**config.mk**
```make
export PLATFORM = sky130hd
export DESIGN_NAME = secded_stream_decoder
export DESIGN_NICKNAME = d
export VERILOG_FILES = /design/src/rtl/secded_stream_decoder.sv
export SDC_FILE = /design/constraint.sdc
export NUM_CORES = 1
export LEC_CHECK = 0
export ABC_AREA = 1
export CAP_MARGIN = 15
export CORE_MARGIN = 5
export CORE_UTILIZATION = 43
export CTS_BUF_LIST = sky130_fd_sc_hd__clkbuf_4
export DETAILED_ROUTE_END_ITERATION = 12
export PLACE_DENSITY = 0.79
export SLEW_MARGIN = 20
export SYNTH_ARGS = -nofsm -noshare
export SYNTH_HDL_FRONTEND = slang
export SYNTH_SLANG_ARGS = --single-unit
export TNS_END_PERCENT = 30
```
**constraint.sdc**
```tcl
create_clock -name clock -period 1 [get_ports clock]
set_input_delay 0.2 -clock clock [delete_from_list [all_inputs] [get_ports clock]]
set_output_delay 0.2 -clock clock [all_outputs]
set_load 0.03 [all_outputs]
```
**src/rtl/secded_stream_decoder.sv**
```systemverilog
// secded_stream_decoder: Hamming SECDED decoder for a stream of codewords, with optional error counters.
// Latency: 2 cycles from input acceptance to out_valid (stage 1 = syndrome, stage 2 = correction).
// Backpressure: out_ready low with out_valid high freezes both stages and drops in_ready in the same cycle.
//
// Ports:
//   clock, reset_L             single clock, synchronous active-low reset
//   in_code/in_valid/in_ready  received codeword and its handshake
//   out_data/out_code          corrected data and corrected codeword
//   out_syndrome               raw syndrome of the received word
//   out_err1/out_err2          corrected single error / uncorrectable error
//   out_valid/out_ready        output handshake
//   cnt_clear, cnt_err1/2      error counters; only built when SECDED_ERR_CNT_EN is defined,
//                              otherwise the counts are constant 0 and cnt_clear is ignored
//
// Codeword layout: bit 0 is overall even parity, power-of-two indices are Hamming check
// bits, and the remaining indices (ascending) carry data[0]..data[DATA_W-1].

module secded_stream_decoder #(
  parameter int DATA_W = 8,
  parameter int PAR_W  = 4,
  parameter int CNT_W  = 16,
  localparam int CODE_W = DATA_W + PAR_W + 1
) (
  input  logic              clock,
  input  logic              reset_L,
  input  logic [CODE_W-1:0] in_code,
  input  logic              in_valid,
  output logic              in_ready,
  output logic [DATA_W-1:0] out_data,
  output logic [CODE_W-1:0] out_code,
  output logic [PAR_W-1:0]  out_syndrome,
  output logic              out_err1,
  output logic              out_err2,
  output logic              out_valid,
  input  logic              out_ready,
  input  logic              cnt_clear,
  output logic [CNT_W-1:0]  cnt_err1,
  output logic [CNT_W-1:0]  cnt_err2
);

  // Mask of codeword positions 1..CODE_W-1 whose index has bit i set.
  function automatic logic [CODE_W-1:0] syn_mask(input int i);
    logic [CODE_W-1:0] m;
    m = '0;
    for (int k = 1; k < CODE_W; k++) begin
      if (((k >> i) & 1) == 1) m = m | (CODE_W'(1) << k);
    end
    return m;
  endfunction

  // Codeword index carrying data bit j (j-th non-power-of-two index above 0).
  function automatic int data_pos(input int j);
    int cnt;
    int pos;
    cnt = 0;
    pos = 0;
    for (int k = 1; k < CODE_W; k++) begin
      if ((k & (k - 1)) != 0) begin
        if (cnt == j) pos = k;
        cnt++;
      end
    end
    return pos;
  endfunction

  // ---------------------------------------------------------------------------
  // Syndrome and overall parity of the incoming word (registered into stage 1)
  // ---------------------------------------------------------------------------
  logic [PAR_W-1:0] syn_in;
  logic             pf_in;

  for (genvar i = 0; i < PAR_W; i++) begin : g_syn
    localparam logic [CODE_W-1:0] MASK = syn_mask(i);
    assign syn_in[i] = ^(in_code & MASK);
  end

  assign pf_in = ^in_code;

  // One global advance enable: the whole pipe moves unless the output is stalled.
  // Holding stage 1 whenever stage 2 holds keeps ordering trivially intact.
  logic advance;
  assign in_ready = !(out_valid && !out_ready);
  assign advance  = in_ready;

  // ---------------------------------------------------------------------------
  // Stage 1: received codeword, syndrome, parity fail
  // ---------------------------------------------------------------------------
  logic              s1_valid;
  logic [CODE_W-1:0] s1_code;
  logic [PAR_W-1:0]  s1_syn;
  logic              s1_pf;

  always_ff @(posedge clock) begin
    if (!reset_L) begin
      s1_valid <= 1'b0;
      s1_code  <= '0;
      s1_syn   <= '0;
      s1_pf    <= 1'b0;
    end else if (advance) begin
      s1_valid <= in_valid;
      if (in_valid) begin
        s1_code <= in_code;
        s1_syn  <= syn_in;
        s1_pf   <= pf_in;
      end
    end
  end

  // ---------------------------------------------------------------------------
  // Classification and correction of the stage-1 word
  // ---------------------------------------------------------------------------
  logic              syn_in_range;
  logic              err1_c;
  logic              err2_c;
  logic [CODE_W-1:0] flip_mask;
  logic [CODE_W-1:0] fix_code;
  logic [DATA_W-1:0] fix_data;

  // Syndromes at or beyond CODE_W point outside the codeword, so they can only
  // come from a multi-bit error even when overall parity looks like a single flip.
  assign syn_in_range = (32'(s1_syn) < CODE_W);

  always_comb begin
    err1_c    = 1'b0;
    err2_c    = 1'b0;
    flip_mask = '0;
    if (s1_pf) begin
      if (syn_in_range) begin
        // Syndrome 0 with parity fail means the parity bit itself flipped.
        err1_c    = 1'b1;
        flip_mask = CODE_W'(1) << s1_syn;
      end else begin
        err2_c = 1'b1;
      end
    end else if (s1_syn != '0) begin
      err2_c = 1'b1;
    end
  end

  assign fix_code = s1_code ^ flip_mask;

  for (genvar j = 0; j < DATA_W; j++) begin : g_data
    assign fix_data[j] = fix_code[data_pos(j)];
  end

  // ---------------------------------------------------------------------------
  // Stage 2: corrected outputs
  // ---------------------------------------------------------------------------
  always_ff @(posedge clock) begin
    if (!reset_L) begin
      out_valid    <= 1'b0;
      out_data     <= '0;
      out_code     <= '0;
      out_syndrome <= '0;
      out_err1     <= 1'b0;
      out_err2     <= 1'b0;
    end else if (advance) begin
      out_valid <= s1_valid;
      if (s1_valid) begin
        out_data     <= fix_data;
        out_code     <= fix_code;
        out_syndrome <= s1_syn;
        out_err1     <= err1_c;
        out_err2     <= err2_c;
      end
    end
  end

  // ---------------------------------------------------------------------------
  // Error counters
  // ---------------------------------------------------------------------------
`ifdef SECDED_ERR_CNT_EN
  logic out_xfer;
  assign out_xfer = out_valid && out_ready;

  // Clear has priority over a coincident transfer; counts saturate at all-ones.
  always_ff @(posedge clock) begin
    if (!reset_L || cnt_clear) begin
      cnt_err1 <= '0;
      cnt_err2 <= '0;
    end else begin
      if (out_xfer && out_err1 && (cnt_err1 != '1)) cnt_err1 <= cnt_err1 + CNT_W'(1);
      if (out_xfer && out_err2 && (cnt_err2 != '1)) cnt_err2 <= cnt_err2 + CNT_W'(1);
    end
  end
`else
  logic unused_cnt_clear;
  assign unused_cnt_clear = cnt_clear;
  assign cnt_err1 = '0;
  assign cnt_err2 = '0;
`endif

endmodule

```
# ---- Yosys cells after proc, flatten, opt, wreduce, memory -nomap -nowiden
# Cells that the tools add are included.
dict set report word_totals {
  reg_bits 47
  latch_bits 0
  mem_bits_rw 0
  romBits 0
  inputBits 18
  out_inout_bits 61
  word_cells 32
  memories 0
}
dict set report op_classes {
  n_addsub 0
  mul 0
  div 0
  n_lt_le_gt_ge 1
  n_eq_ne 0
  n_shift 1
  mux 7
  bitwise 2
  n_reduce_logical 11
}
# cell n
set op_table {}
lappend op_table {{$reduce_xor A13 Y1} 5}
lappend op_table {{$mux W13} 2}
lappend op_table {{$shl A1 B4 Y13 const A} 1}
lappend op_table {{$xor A13 B13 Y13} 1}
lappend op_table {{$mux W1} 5}
lappend op_table {{$lt A4 B4 Y1 const B} 1}
lappend op_table {{$reduce_and A2 Y1} 2}
lappend op_table {{$reduce_bool A4 Y1} 1}
lappend op_table {{$logic_not A1 Y1} 2}
lappend op_table {{$logic_and A1 B1 Y1} 1}
lappend op_table {{$not A1 Y1} 1}

# ---- Longest topological paths before layout
# Gate-level depths: netlist of run 1.
dict set report logic_depth {
  depth_word 4
  depth_mapped 11
  mapped_depth_nobuf 11
}

# ---- Least setup slack after synthesis of run 1
# OpenSTA, ideal clock, no wires.
dict set report synth_path {
  kind {reg2reg}
  startpoint {register out_valid}
  endpoint {register s1_syn[2]}
  setup_ns 0.115
  t_arrival_ns 1.319
  required_ns 0.885
  path_slack_ns -0.435
  stages_incl_launch_ff 9
  path_buffers 1
  period_less_slack_ns 1.435
  cell_sequence {dfxtp_1 inv_1 nor2_4 inv_2 nand2_2 buf_4 nor3_1 o21ai_0 inv_1}
}
dict set report synth_between {
  elab_chain_len 3
}
# item line_no
set synth_rtl {}
lappend synth_rtl {{from (decl)} 34} ;# output logic out_valid,
lappend synth_rtl {{from (signal assigned)} 158} ;# out_valid <= s1_valid;
lappend synth_rtl {{$logic_and A1 B1 Y1} 82} ;# assign in_ready = !(out_valid && !out_ready);
lappend synth_rtl {{$not A1 Y1 (no source line)} n/a}
lappend synth_rtl {{$reduce_and A2 Y1 (no source line)} n/a}
lappend synth_rtl {{to (signal assigned)} 103} ;# s1_syn <= syn_in;
lappend synth_rtl {{to (decl)} 90} ;# logic [PAR_W-1:0] s1_syn;
# Every way passes these cells.
# A chain may end at the register's enable or synchronous reset.

# ---- Final worst setup path of run 1
dict set report layout_path {
  startpoint {register out_valid}
  endpoint {output in_ready}
}
dict set report layout_between {
  elab_chain_len 2
}
# item line_no
set layout_rtl {}
lappend layout_rtl {{$logic_and A1 B1 Y1} 82}
lappend layout_rtl {{$logic_not A1 Y1} 82}
lappend layout_rtl {{to (decl)} 28} ;# output logic in_ready,
# Every way passes these cells.

==> impl_metrics.ini, run 1 <==
[floorplan]
die_h_um = 83.4
row_count = 26
start_util_pct = 44.8
core_area_um2 = 5170
dieArea_um2 = 6960
die_x_um = 83.4
ios = 79

[flow_run]
maxCapViolations = 0

[sta]
finalWorstSetupSlack_ns = -0.368
rsz0062_at_grt = yes
setup-violations-final = 67
fin_hold_ws_ns = 0.489
fin_worst_skew_ns = 0.0113
worst_slew_pin_slew_ns = 0.532
max_freq_mhz = 731
final_hold_viol_count = 0
fin_setup_tns_ns = -11.43
maxSlewHeadroom_pct = 64.5
post-route-period-util_pct = 137
fin_crit_ns = 1.37
maxSlewViolCount = 0

[clocking]
root_buffer = clkbuf_4
clock_latency_ns = 0.35
cts_sinks = 39
clockBufferDepth = 2
clkTransAtPathRegs_ns = 0.12
tritoncts = built
htree_levels = 2
cts_made_buffers = 5

[logic_synthesis]
synth_edf_count = 0
ys_top_cells_by_area = dfxtp_1 34%, buf_4 14%, nand2_1 10%
synth_cells = 335
seq_area_frac_synth_pct = 33.7
async_flop_share_pct = 0
synth_top_cells_by_count = 64 x nand2_1, 48 x inv_1, 42 x buf_4
synth.top_cell.area_share_pct = 33.7
syn_area_per_cell_um2 = 6.92
yosys_warnings = 0
ys.flop_type = dfxtp_1
syn_area_um2 = 2320
synth_most_common_cell = nand2_1
yosysTopAreaCell = dfxtp_1
yosys_register_bits = 39
synth.distinct_cells = 24

[worst_setup_path]
cpPeakStageDelay_ns = 0.37
critPathMaxFanout = 2
cp_top_family = flip-flops
critPathKind = reg -> out
crit_arrival_ns = 1.17
cp-end-kind = output pin
crit_top_cell = buf_6
crit_required_ns = 0.80
cp_num_buf_inv = 4
crit_slowest_cell = dfxtp_4
worstPathCellList = inv_2 -> nor2_4 -> inv_4 -> buf_6 -> buf_6
worst_setup_path_start_kind = register

[route]
ant_nets = 0
post_drt_wl_per_cell_um = 11.9
via_per_inst = 4.65
dr.pass1.iters = 5
post-route-drc-count = 0
vias = 2253
drt_iter0_drc = 171
wl_mm = 5.76

[final_layout]
multi_input_area_um2 = 1250
regArea_um2 = 820
design_area_um2 = 3390
syn2layout_area_growth_pct = 46.1
drive_gt1_share_pct = 36.9
antennaDiodeCount = 0
num-fill-cells = 430
fin_nets = 432

[power]
powerDensity_nw_per_um2 = 1360
p_leak_nw = 1.67
peakVddDrop_mv = 0.804

[placed_design]
io_buffers = 45
placed_area_um2 = 2810
gp_congestion = 0.810
dp_hpwl_mm = 4.04

[outcome]
violations = negative setup slack
status = complete, but fails checks

[grt]
antenna_found_initial = 0
grt_start_max_net_pins = 23
overflow = 0
grt_pass1_vias = 2027
grt_pass1_wl_mm = 8.73
grt_use_total_pct = 14.9

[min_path]
hp-class = reg -> reg
state kept, by name, indices dropped and copies added, names as in the netlist:
| name | flops |
|---|---|
| out_syndrome | 4 |
| out_code | 5 |
| s1_valid | 1 |
| s1_pf | 1 |
| out_err1 | 1 |
| s1_code | 13 |
| out_err2 | 1 |
| s1_syn | 4 |
| out_data | 8 |
| out_valid | 1 |
cells by family (layout without fill, tap and decap cells):
logic type             Yosys count  in the layout  synth area share (%)
XOR/XNOR                        11             11                  4.48
AO/OA/AOI/OAI                   65             65                  15.6
flip-flops                      39             39                  33.7
other                            1             32                 0.162
buffers and inverters          102            150                  24.0
AND/OR/NAND/NOR                117            118                  22.1
final timing paths:
| path | cells past startpoint | endpoint | slack, ns | startpoint |
|---|---|---|---|---|
| max | 5 | in_ready | -0.37 | out_valid |
| min | 2 | s1_code[3] | 0.49 | s1_code[3] |
| max reg2reg | 8 | out_code[2] | -0.36 | out_valid |
| min reg2reg | 2 | s1_code[3] | 0.49 | s1_code[3] |
stage by stage:
stage	power (mW)	worst slack (ns)	util, %	cells
after floorplan	2.72	-0.201	-	366
after global placement	3.00	-0.516	54.4	464
after detailed placement	3.03	-0.563	54.4	464
after CTS	4.52	-0.339	62.5	481
after global routing	4.82	-0.436	65.5	485
final	4.60	-0.368	65.5	485
metal layers:
layer	vias to the layer above	routed length, um	GRT usage [%]	part of all wire, %
li1	1137	-	-	-
met1	1035	2280	16.9	40
met2	75	3060	27.4	53
met3	6	382	3.66	6.6
met4	0	38	4.39	0.66
met5	-	0	0	0
cell usage in the layout, fill, tap and decap left out, types with 3 or more instances in the layout:
master	n
o221ai_2	5
nand2_1	63
o21ai_1	21
nor2_1	20
o221ai_1	4
o21ai_0	5
dfxtp_4	5
buf_6	40
o21ai_2	7
dfxtp_1	18
dfxtp_2	16
a21oi_2	10
clkdlybuf4s50_1	16
nor2_2	5
nor3_1	9
buf_4	29
nand2_2	8
xnor2_1	3
inv_2	3
a21oi_1	12
xor2_1	7
nand3_1	5
inv_1	47
nor2_4	4
conb_1	32
clkbuf_4	5
what timing repair did:
item                                    4_1_cts  5_1_grt
pin swaps                                     7        8
resized for setup                            90       33
gates cloned                                  2        2
endpoints found under the setup margin       66       67
hold buffers                                  0        0
setup buffers                                 7        4
layout make-up:
cell class                 count  area share, %
clock buffer                   5           1.11
clock inverter                 3           1.96
inverter                      52           6.06
multi-input combinational    226           37.0
sequential                    39           24.2
tap                           70           2.59
timing repair buffer          89           26.8
timing repair inverter         1          0.259
worst reg2reg max path: stages, from the launching register on:
cell and delay (ns):
dfxtp_4 0.36, inv_2 0.06, nor2_4 0.05, buf_6 0.12
nor2_4 0.23, buf_12 0.17, nand2_1 0.07, o221ai_1 0.17
inv_1 0.06
where the power goes:
part           internal (mW)  total, mW  switching, mW
Clock                  0.780       1.32          0.538
Combinational          0.611       1.48          0.865
Sequential              1.68       1.81          0.124
Total                   3.07       4.60           1.53
(Power assumes the default switching activity.)
==> inputs of run 2 (changes only) <==
--- a/config.mk
+++ b/config.mk
@@ -8,10 +8,12 @@
 export ABC_AREA = 1
 export CAP_MARGIN = 15
 export CORE_MARGIN = 5
-export CORE_UTILIZATION = 43
+export CORE_UTILIZATION = 35
 export CTS_BUF_LIST = sky130_fd_sc_hd__clkbuf_4
 export DETAILED_ROUTE_END_ITERATION = 12
-export PLACE_DENSITY = 0.79
+export GPL_TIMING_DRIVEN = 0
+export PLACE_DENSITY = 0.67
+export SKIP_LAST_GASP = 1
 export SLEW_MARGIN = 20
 export SYNTH_ARGS = -nofsm -noshare
 export SYNTH_HDL_FRONTEND = slang
==> impl_metrics.ini, run 2 (same netlist as run 1, synthesis figures left out) <==
[floorplan]
ios = 79
dieArea_um2 = 8350
row_count = 29
die_x_um = 91.4
die_h_um = 91.4
start_util_pct = 36.3
core_area_um2 = 6390

[power]
peakVddDrop_mv = 0.750
total_power_mw = 4.53
p_leak_nw = 1.84
powerDensity_nw_per_um2 = 1350

[sta]
fin_crit_ns = 1.29
fin_worst_skew_ns = 0.0110
rsz0062_at_grt = yes
max_freq_mhz = 775
finalWorstSetupSlack_ns = -0.290
maxSlewViolCount = 0
setup-violations-final = 68
post-route-period-util_pct = 129
fin_hold_ws_ns = 0.133
final_hold_viol_count = 0

[worst_setup_path]
crit_arrival_ns = 1.09
cpPeakStageDelay_ns = 0.37
cp-end-kind = output pin
critPathKind = reg -> out
r2r.worst_path.cells = 7
crit_required_ns = 0.80
critPathMaxFanout = 3
crit_slowest_cell = dfxtp_4
worst_setup_path_start_kind = register
worstPathCellList = inv_2 -> nor2_4 -> inv_4 -> buf_6

[clocking]
clock_latency_ns = 0.35
htree_levels = 2
tritoncts = built
postCtsHoldBufs = 0
cts_made_buffers = 5
clockBufferDepth = 2
clkTransAtPathRegs_ns = 0.12
root_buffer = clkbuf_4
cts_sinks = 39

[grt]
grt_pass1_vias = 1967
overflow = 0
grt_start_max_net_pins = 13
antenna_found_initial = 0
grt_pass1_wl_mm = 8.97
grt_use_total_pct = 12.9

[final_layout]
final_cell_mix = 62 x nand2_1, 43 x inv_1, 41 x buf_4
multi_input_area_um2 = 1150
regArea_um2 = 820
fin_nets = 444
layout_commonest_cell = nand2_1
largest_register_ffs = 13
drive_gt1_share_pct = 35.6
design_area_um2 = 3370
reg_top3 = s1_code (13), out_data (8), out_code (5)
num-fill-cells = 641
largest-register = s1_code
final_util_pct = 52.7
antennaDiodeCount = 0
syn2layout_area_growth_pct = 45.3

[route]
post-route-drc-count = 0
post_drt_wl_per_cell_um = 10.8
drt_iter0_drc = 76
via_per_inst = 4.30
dr.pass1.iters = 4
vias = 2166
ant_nets = 0
wl_mm = 5.45

[outcome]
violations = negative setup slack
status = complete, but fails checks

[placed_design]
placed_area_um2 = 2990
gp_congestion = 0.868
io_buffers = 44
pre_cts_ws_ns = -0.691
dp_hpwl_mm = 4.17

[min_path]
hp-class = in -> reg
holdPathStages = 3

[flow_run]
maxCapViolations = 0
[run 2: power breakdown]
| part | leakage (nW) | internal, mW | total [mW] | switching, mW |
|---|---|---|---|---|
| Combinational | 1.45 | 0.586 | 1.40 | 0.812 |
| Sequential | 0.332 | 1.69 | 1.81 | 0.116 |
| Clock | 0.0559 | 0.807 | 1.33 | 0.522 |
| Total | 1.84 | 3.08 | 4.53 | 1.45 |
[run 2: layout make-up]
cell class                      count  area share, %
Multi-Input combinational cell    225           34.1
Sequential cell                    39           24.3
Timing Repair Buffer               53           17.3
Buffer                             50           12.3
Inverter                           52           6.02
Tap cell                           77           2.86
Clock inverter                      2           1.78
Clock buffer                        6           1.34
[run 2: metal layers]
metal	GRT usage (%)	wire [um]	up-vias
met1	16.1	2380	941
met3	3.80	358	6
met5	0	0	-
met4	4.40	70	0
met2	21.3	2640	55
li1	-	-	1164
[run 2: stage by stage]
step	std cells	setup TNS, ns
after floorplan	366	-5.02
after CTS	499	-10.54
after global placement	487	-23.97
after detailed placement	487	-24.44
after global routing	504	-12.63
final	504	-7.54
[run 2: worst paths after layout]
| path | from | endpoint | slack, ns |
|---|---|---|---|
| hold / removal | in_code[8] | s1_code[8] | 0.13 |
| setup / recovery | out_valid | in_ready | -0.29 |
| setup reg to reg | out_valid | out_code[1] | -0.25 |
| hold reg to reg | s1_valid | s1_valid | 0.47 |
[run 2: what timing repair did]
action	CTS	global route
setup buffers	4	2
pin swaps	1	1
endpoints found under the setup margin	67	67
gates cloned	0	3
gates resized for setup	170	103
endpoints found under the hold margin	0	0
[run 2: worst max-delay path: cells and delay by family, from the launching register on]
family,cells,cell delay (ns)
buf+inv,3,0.24
simple gates,1,0.14
flops,1,0.37
==> RTL edit 1: new RTL, settings of run 1 <==
Build with the macro `SECDED_ERR_CNT_EN` defined.
--- a/src/rtl/secded_stream_decoder.sv
+++ b/src/rtl/secded_stream_decoder.sv
@@ -14,6 +14,8 @@
 //
 // Codeword layout: bit 0 is overall even parity, power-of-two indices are Hamming check
 // bits, and the remaining indices (ascending) carry data[0]..data[DATA_W-1].
+
+`define SECDED_ERR_CNT_EN
 
 module secded_stream_decoder #(
   parameter int DATA_W = 8,
Formal check against the unedited RTL: not equivalent (a bounded check fails within 4 cycles, from zero or initial values and one cycle with reset_L low).
==> RTL edit 1 against run 1 <==
The flow still finishes with violations (negative setup slack); clock skew up 7.6 ps; design area up 100%; total power up 49%; routed wire length rose to 2.9 times the old value; critical path type is now register to register; register-to-register slack worse by 210 ps; sequential cell count up 32; area after synthesis up 68%; worst setup slack worse by 210 ps.
==> RTL edit 1: results (changes against run 1) <==
[metrics] run status: complete, but fails checks (unchanged)
[metrics] violated checks: negative setup slack (unchanged)
[metrics] maximum number of pins on one net before global-route repair: 27 (was 23)
[metrics] share of cells above drive strength 1: 0.527 (was 0.369)
[metrics] Worst setup endpoint: cnt_err1[12] (was in_ready)
[metrics] post-detailed-route wirelength per cell: 19.1 um (was 11.9 um)
[metrics] clock slew at reported path FFs: 140 ps (was 120 ps)
[metrics] sequential cell area fraction in the yosys report: 0.366 (was 0.337)
[metrics] maximum clock skew at final layout: 18.9 ps (was 11.3 ps)
[metrics] Placed Area: 0.00543 sq mm (was 0.00281 sq mm)
[metrics] quantity of I/O buffers inserted on ports: 78 (was 45)
[metrics] Die Span X: 105 um (was 83.4 um)
[metrics] arrival time at the worst endpoint: 1910 ps (was 1170 ps)
[metrics] number of placed instances, taps included: 841 (was 464)
[metrics] overall fraction of global-route tracks in use: 0.236 (was 0.149)
[metrics] top flop regs: cnt_err1: 16 flops, cnt_err2: 16 flops, s1_code: 13 flops (was s1_code: 13 flops, out_data: 8 flops, out_code: 5 flops)
[metrics] via/cell ratio: 5.68 (was 4.65)
[metrics] count of final setup violators: 132 (was 67)
[metrics] Via Count: 4966 (was 2253)
[metrics] cell family contributing the most delay on the critical path: simple AND/OR/NAND/NOR gates (was flip-flops)
[metrics] startpoint-to-endpoint class of the critical path: register to register (was register to output pin)
[metrics] Worst Slack Setup Final: -575 ps (was -368 ps)
[metrics] slowest stage delay, CP: 390 ps (was 370 ps)
[metrics] wire length of the first global-routing pass: 21800 um (was 8730 um)
[metrics] routability congestion estimate: 0.890 (was 0.810)
[metrics] number of different library cells in the post-synthesis netlist: 33 (was 24)
[metrics] half-perimeter wire length of the detailed placement result: 8600 um (was 4040 um)
[metrics] via count of the first global-routing pass: 4670 (was 2027)
[metrics] clock insertion delay at the later pin of the skew report: 450 ps (was 350 ps)
[metrics] Worst Hold Class: input port to register (was register to register)
[metrics] number of clock buffers inserted by TritonCTS: 9 (was 5)
[metrics] Clock H-tree levels: 3 (was 2)
[metrics] nets@finish: 782 (was 432)
[metrics] total net switching power: 0.00221 W (was 0.00153 W)
[metrics] top cells by area, synth: sky130_fd_sc_hd__dfxtp_1 37%, sky130_fd_sc_hd__nand2_1 15%, sky130_fd_sc_hd__inv_1 6.8%, sky130_fd_sc_hd__nor2_1 5.7%, sky130_fd_sc_hd__xor2_1 5.2% (was sky130_fd_sc_hd__dfxtp_1 34%, sky130_fd_sc_hd__buf_4 14%, sky130_fd_sc_hd__nand2_1 10%, sky130_fd_sc_hd__inv_1 7.8%, sky130_fd_sc_hd__o21ai_0 5.8%)
==> RTL edit 1: worst reg2reg max path, delay by kind of cell (launching register included) <==
kind	cells	cell delay, ps
fa+ha+maj	1	150
flops	1	390
simple gates	5	750
buf+inv	1	150
==> RTL edit 1: cell families (layout without fill, tap and decap cells) <==
logic type               count (synthesis)  after routing  synth area share
buffers and inverters                   97            294             0.111
AO/OA/AOI/OAI                           97             97             0.144
adder cells (fa/ha/maj)                  2              2           0.00644
XOR/XNOR                                33             33            0.0744
flip-flops                              71             71             0.366
AND/OR/NAND/NOR                        268            269             0.298
==> RTL edit 1: metal layers <==
layer / wire, um / GRT usage / vias to the layer above
li1: - / - / 2191
met1: 5630 / 0.254 / 2368
met2: 8780 / 0.446 / 289
met3: 1080 / 0.0364 / 118
met4: 1170 / 0.113 / 0
met5: 0 / 0 / -
==> RTL edit 1: power groups by stage <==
stage / clock (W) / sequential [W] / combinational, W
5_1_grt: 0.00233 / 0.00308 / 0.00166
3_3_place_gp: 0 / 0.00309 / 0.00113
6_report: 0.00222 / 0.00306 / 0.00156
4_1_cts: 0.00216 / 0.00305 / 0.00129
3_5_place_dp: 0 / 0.00310 / 0.00116
2_1_floorplan: 0 / 0.00319 / 0.000558
==> RTL edit 1: stage by stage <==
stage	power [W]	TNS [ps]	util	hold slack [ps]
floorplan	0.00375	-27530	-	359
global placement	0.00422	-39840	0.620	451
detailed placement	0.00426	-44420	0.620	453
CTS	0.00651	-34020	0.720	448
global route	0.00706	-47590	0.783	194
finish	0.00685	-41680	0.783	162
==> RTL edit 1: worst min path at each step <==
stage                     startpoint           end  slack (ps)  depth (start not counted)
final                     in_code[3]    s1_code[3]         160                          3
after global routing      in_code[3]    s1_code[3]         190                          3
after CTS                 in_code[2]    s1_code[2]         450                          3
after detailed placement  s1_code[1]    s1_code[1]         450                          2
after global placement    s1_code[1]    s1_code[1]         450                          2
after floorplan            cnt_clear  cnt_err1[10]         360                          3
==> RTL edit 1: cell type report <==
class | count | share of cell area
multi-input combinational | 401 | 0.386
timing repair buffer | 207 | 0.307
sequential | 71 | 0.222
inverter | 72 | 0.0409
tap | 108 | 0.0197
clock inverter | 6 | 0.0137
clock buffer | 9 | 0.00985
==> RTL edit 1: timing repair <==
action / in CTS / in global routing
endpoints found under the setup margin: 132 / 132
cloned: 1 / 3
buffers inserted: 17 / 7
gates resized for setup: 226 / 116
pin swaps: 39 / 21
==> RTL edit 2: new RTL, config.mk and constraints of run 1 <==
Made on the original files. Set the parameter `DATA_W` to 12 (it was 8).
--- a/src/rtl/secded_stream_decoder.sv
+++ b/src/rtl/secded_stream_decoder.sv
@@ -16,7 +16,7 @@
 // bits, and the remaining indices (ascending) carry data[0]..data[DATA_W-1].
 
 module secded_stream_decoder #(
-  parameter int DATA_W = 8,
+  parameter int DATA_W = 12,
   parameter int PAR_W  = 4,
   parameter int CNT_W  = 16,
   localparam int CODE_W = DATA_W + PAR_W + 1
Interface: changed (resized in_code, out_code and out_data); port bits go from 79 to 91. The function was not compared with the original's and may differ.
==> RTL edit 2 against run 1 <==
Clock power shrank 34%; fmax shrank 0.48%; routed wire length grew 15%; critical path type unchanged; the run still ends with negative setup slack left; area after synthesis grew 19%; combinational power grew 18%; worst setup slack lost 6.6 ps; first-iteration DRC count shrank 18%; critical path depth is the same; design area grew 13%; total power grew 4.4%; sequential cell count grew 8; final cell count grew 15%; sequential power grew 21%.
==> RTL edit 2: results (changes against run 1) <==
[metrics] overall fraction of global-route tracks in use: 0.162 (was 0.149)
[metrics] area occupied by registers: 985 sq um (was 820 sq um)
[metrics] number of placed instances, taps included: 545 (was 464)
[metrics] via count of the first global-routing pass: 2548 (was 2027)
[metrics] routed length on met1: 2850 um (was 2280 um)
[metrics] half-perimeter wire length of the detailed placement result: 5090 um (was 4040 um)
[metrics] count of final setup violators: 83 (was 67)
[metrics] met3 wirelength from detailed routing: 365 um (was 382 um)
[metrics] via/cell ratio: 4.73 (was 4.65)
[metrics] Placed Area: 0.00342 sq mm (was 0.00281 sq mm)
[metrics] wire length of the first global-routing pass: 11200 um (was 8730 um)
[metrics] worst hold endpoint: s1_code[6] (was s1_code[3])
[metrics] M3 GR Usage: 0.0234 (was 0.0366)
[metrics] met2 layer wire length in the routed design: 3260 um (was 3060 um)
[metrics] Hold Slack: 353 ps (was 489 ps)
[metrics] maximum number of pins on one net before global-route repair: 37 (was 23)
[metrics] number of iterations in the first detailed-routing pass: 4 (was 5)
[metrics] setup TNS after final layout: -12480 ps (was -11430 ps)
[metrics] leakage power: 1.88 nW (was 1.67 nW)
[metrics] Filler Cell Count: 575 (was 430)
[metrics] hold path startpoint: in_code[6] (was s1_code[3])
[metrics] Worst Hold Class: input port to register (was register to register)
[metrics] number of different library cells in the post-synthesis netlist: 21 (was 24)
[metrics] count of cells along the worst hold path: 4 (was 2)
[metrics] post-detailed-route wirelength per cell: 11.9 um (about the same)
[metrics] parity-gate share of the synthesized area counting xor and xnor cells: 0.0573 (was 0.0448)
[metrics] Worst Slack Setup Final: -374 ps (was -368 ps)
[metrics] Clock Path Buffers: 2 (unchanged)
[metrics] share of cells above drive strength 1: 0.378 (was 0.369)
[metrics] nets@finish: 501 (was 432)
[metrics] routability congestion estimate: 0.856 (was 0.810)
[metrics] Placement Setup Slack: -700 ps (was -563 ps)
[metrics] met1 routing resource usage after global routing: 0.194 (was 0.169)
[metrics] top cells by instance count after synthesis: 61 x sky130_fd_sc_hd__nand2_1, 50 x sky130_fd_sc_hd__inv_1, 47 x sky130_fd_sc_hd__dfxtp_1, 44 x sky130_fd_sc_hd__buf_4, 34 x sky130_fd_sc_hd__o21ai_0 (was 64 x sky130_fd_sc_hd__nand2_1, 48 x sky130_fd_sc_hd__inv_1, 42 x sky130_fd_sc_hd__buf_4, 39 x sky130_fd_sc_hd__dfxtp_1)
[metrics] Critical R2R Capture: out_data[1] (was out_code[2])
[metrics] maximum clock skew at final layout: 6.28 ps (was 11.3 ps)
[metrics] grt met2 use: 0.278 (was 0.274)
[metrics] run status: complete, but fails checks (unchanged)
[metrics] quantity of I/O buffers inserted on ports: 57 (was 45)
[metrics] worst-case vdd ir drop: 674 uV (was 804 uV)
[metrics] top flop regs: s1_code: 17 flops, out_data: 11 flops, out_code: 6 flops (was s1_code: 13 flops, out_data: 8 flops, out_code: 5 flops)
[metrics] Mean Syn Cell Area: 6.92 sq um (about the same)
[metrics] Routed Wire Length: 6650 um (was 5760 um)
[metrics] violated checks: negative setup slack (unchanged)
[metrics] initial antenna violation count: 1 (was 0)
## RTL edit 2: cell types whose count changed after synthesis, sizes merged, moves of 6 or more
| cell | before | now |
|---|---|---|
| nor3 | 9 | 18 |
| inv | 52 | 61 |
| nand2 | 72 | 78 |
| o21ai | 33 | 43 |
| xnor2 | 4 | 12 |
| dfxtp | 39 | 47 |
## RTL edit 2: report_power, final
group | switching, W | total, W | internal (W)
Sequential | 0.000152 | 0.00219 | 0.00204
Clock | 0.000552 | 0.000872 | 0.000321
Combinational | 0.00103 | 0.00174 | 0.000709
Total | 0.00173 | 0.00480 | 0.00307
## RTL edit 2: final cells by class
type,instances,share of cell area
clock buffer,7,0.0137
multi-input combinational,262,0.379
antenna,1,0.000654
timing repair buffer,102,0.260
sequential,47,0.257
tap,77,0.0252
inverter,61,0.0637
## RTL edit 2: timing repair
action	in CTS	in global routing
gates resized for setup	109	26
buffers inserted	5	0
endpoints found under the setup margin	82	83
pin swaps	7	6
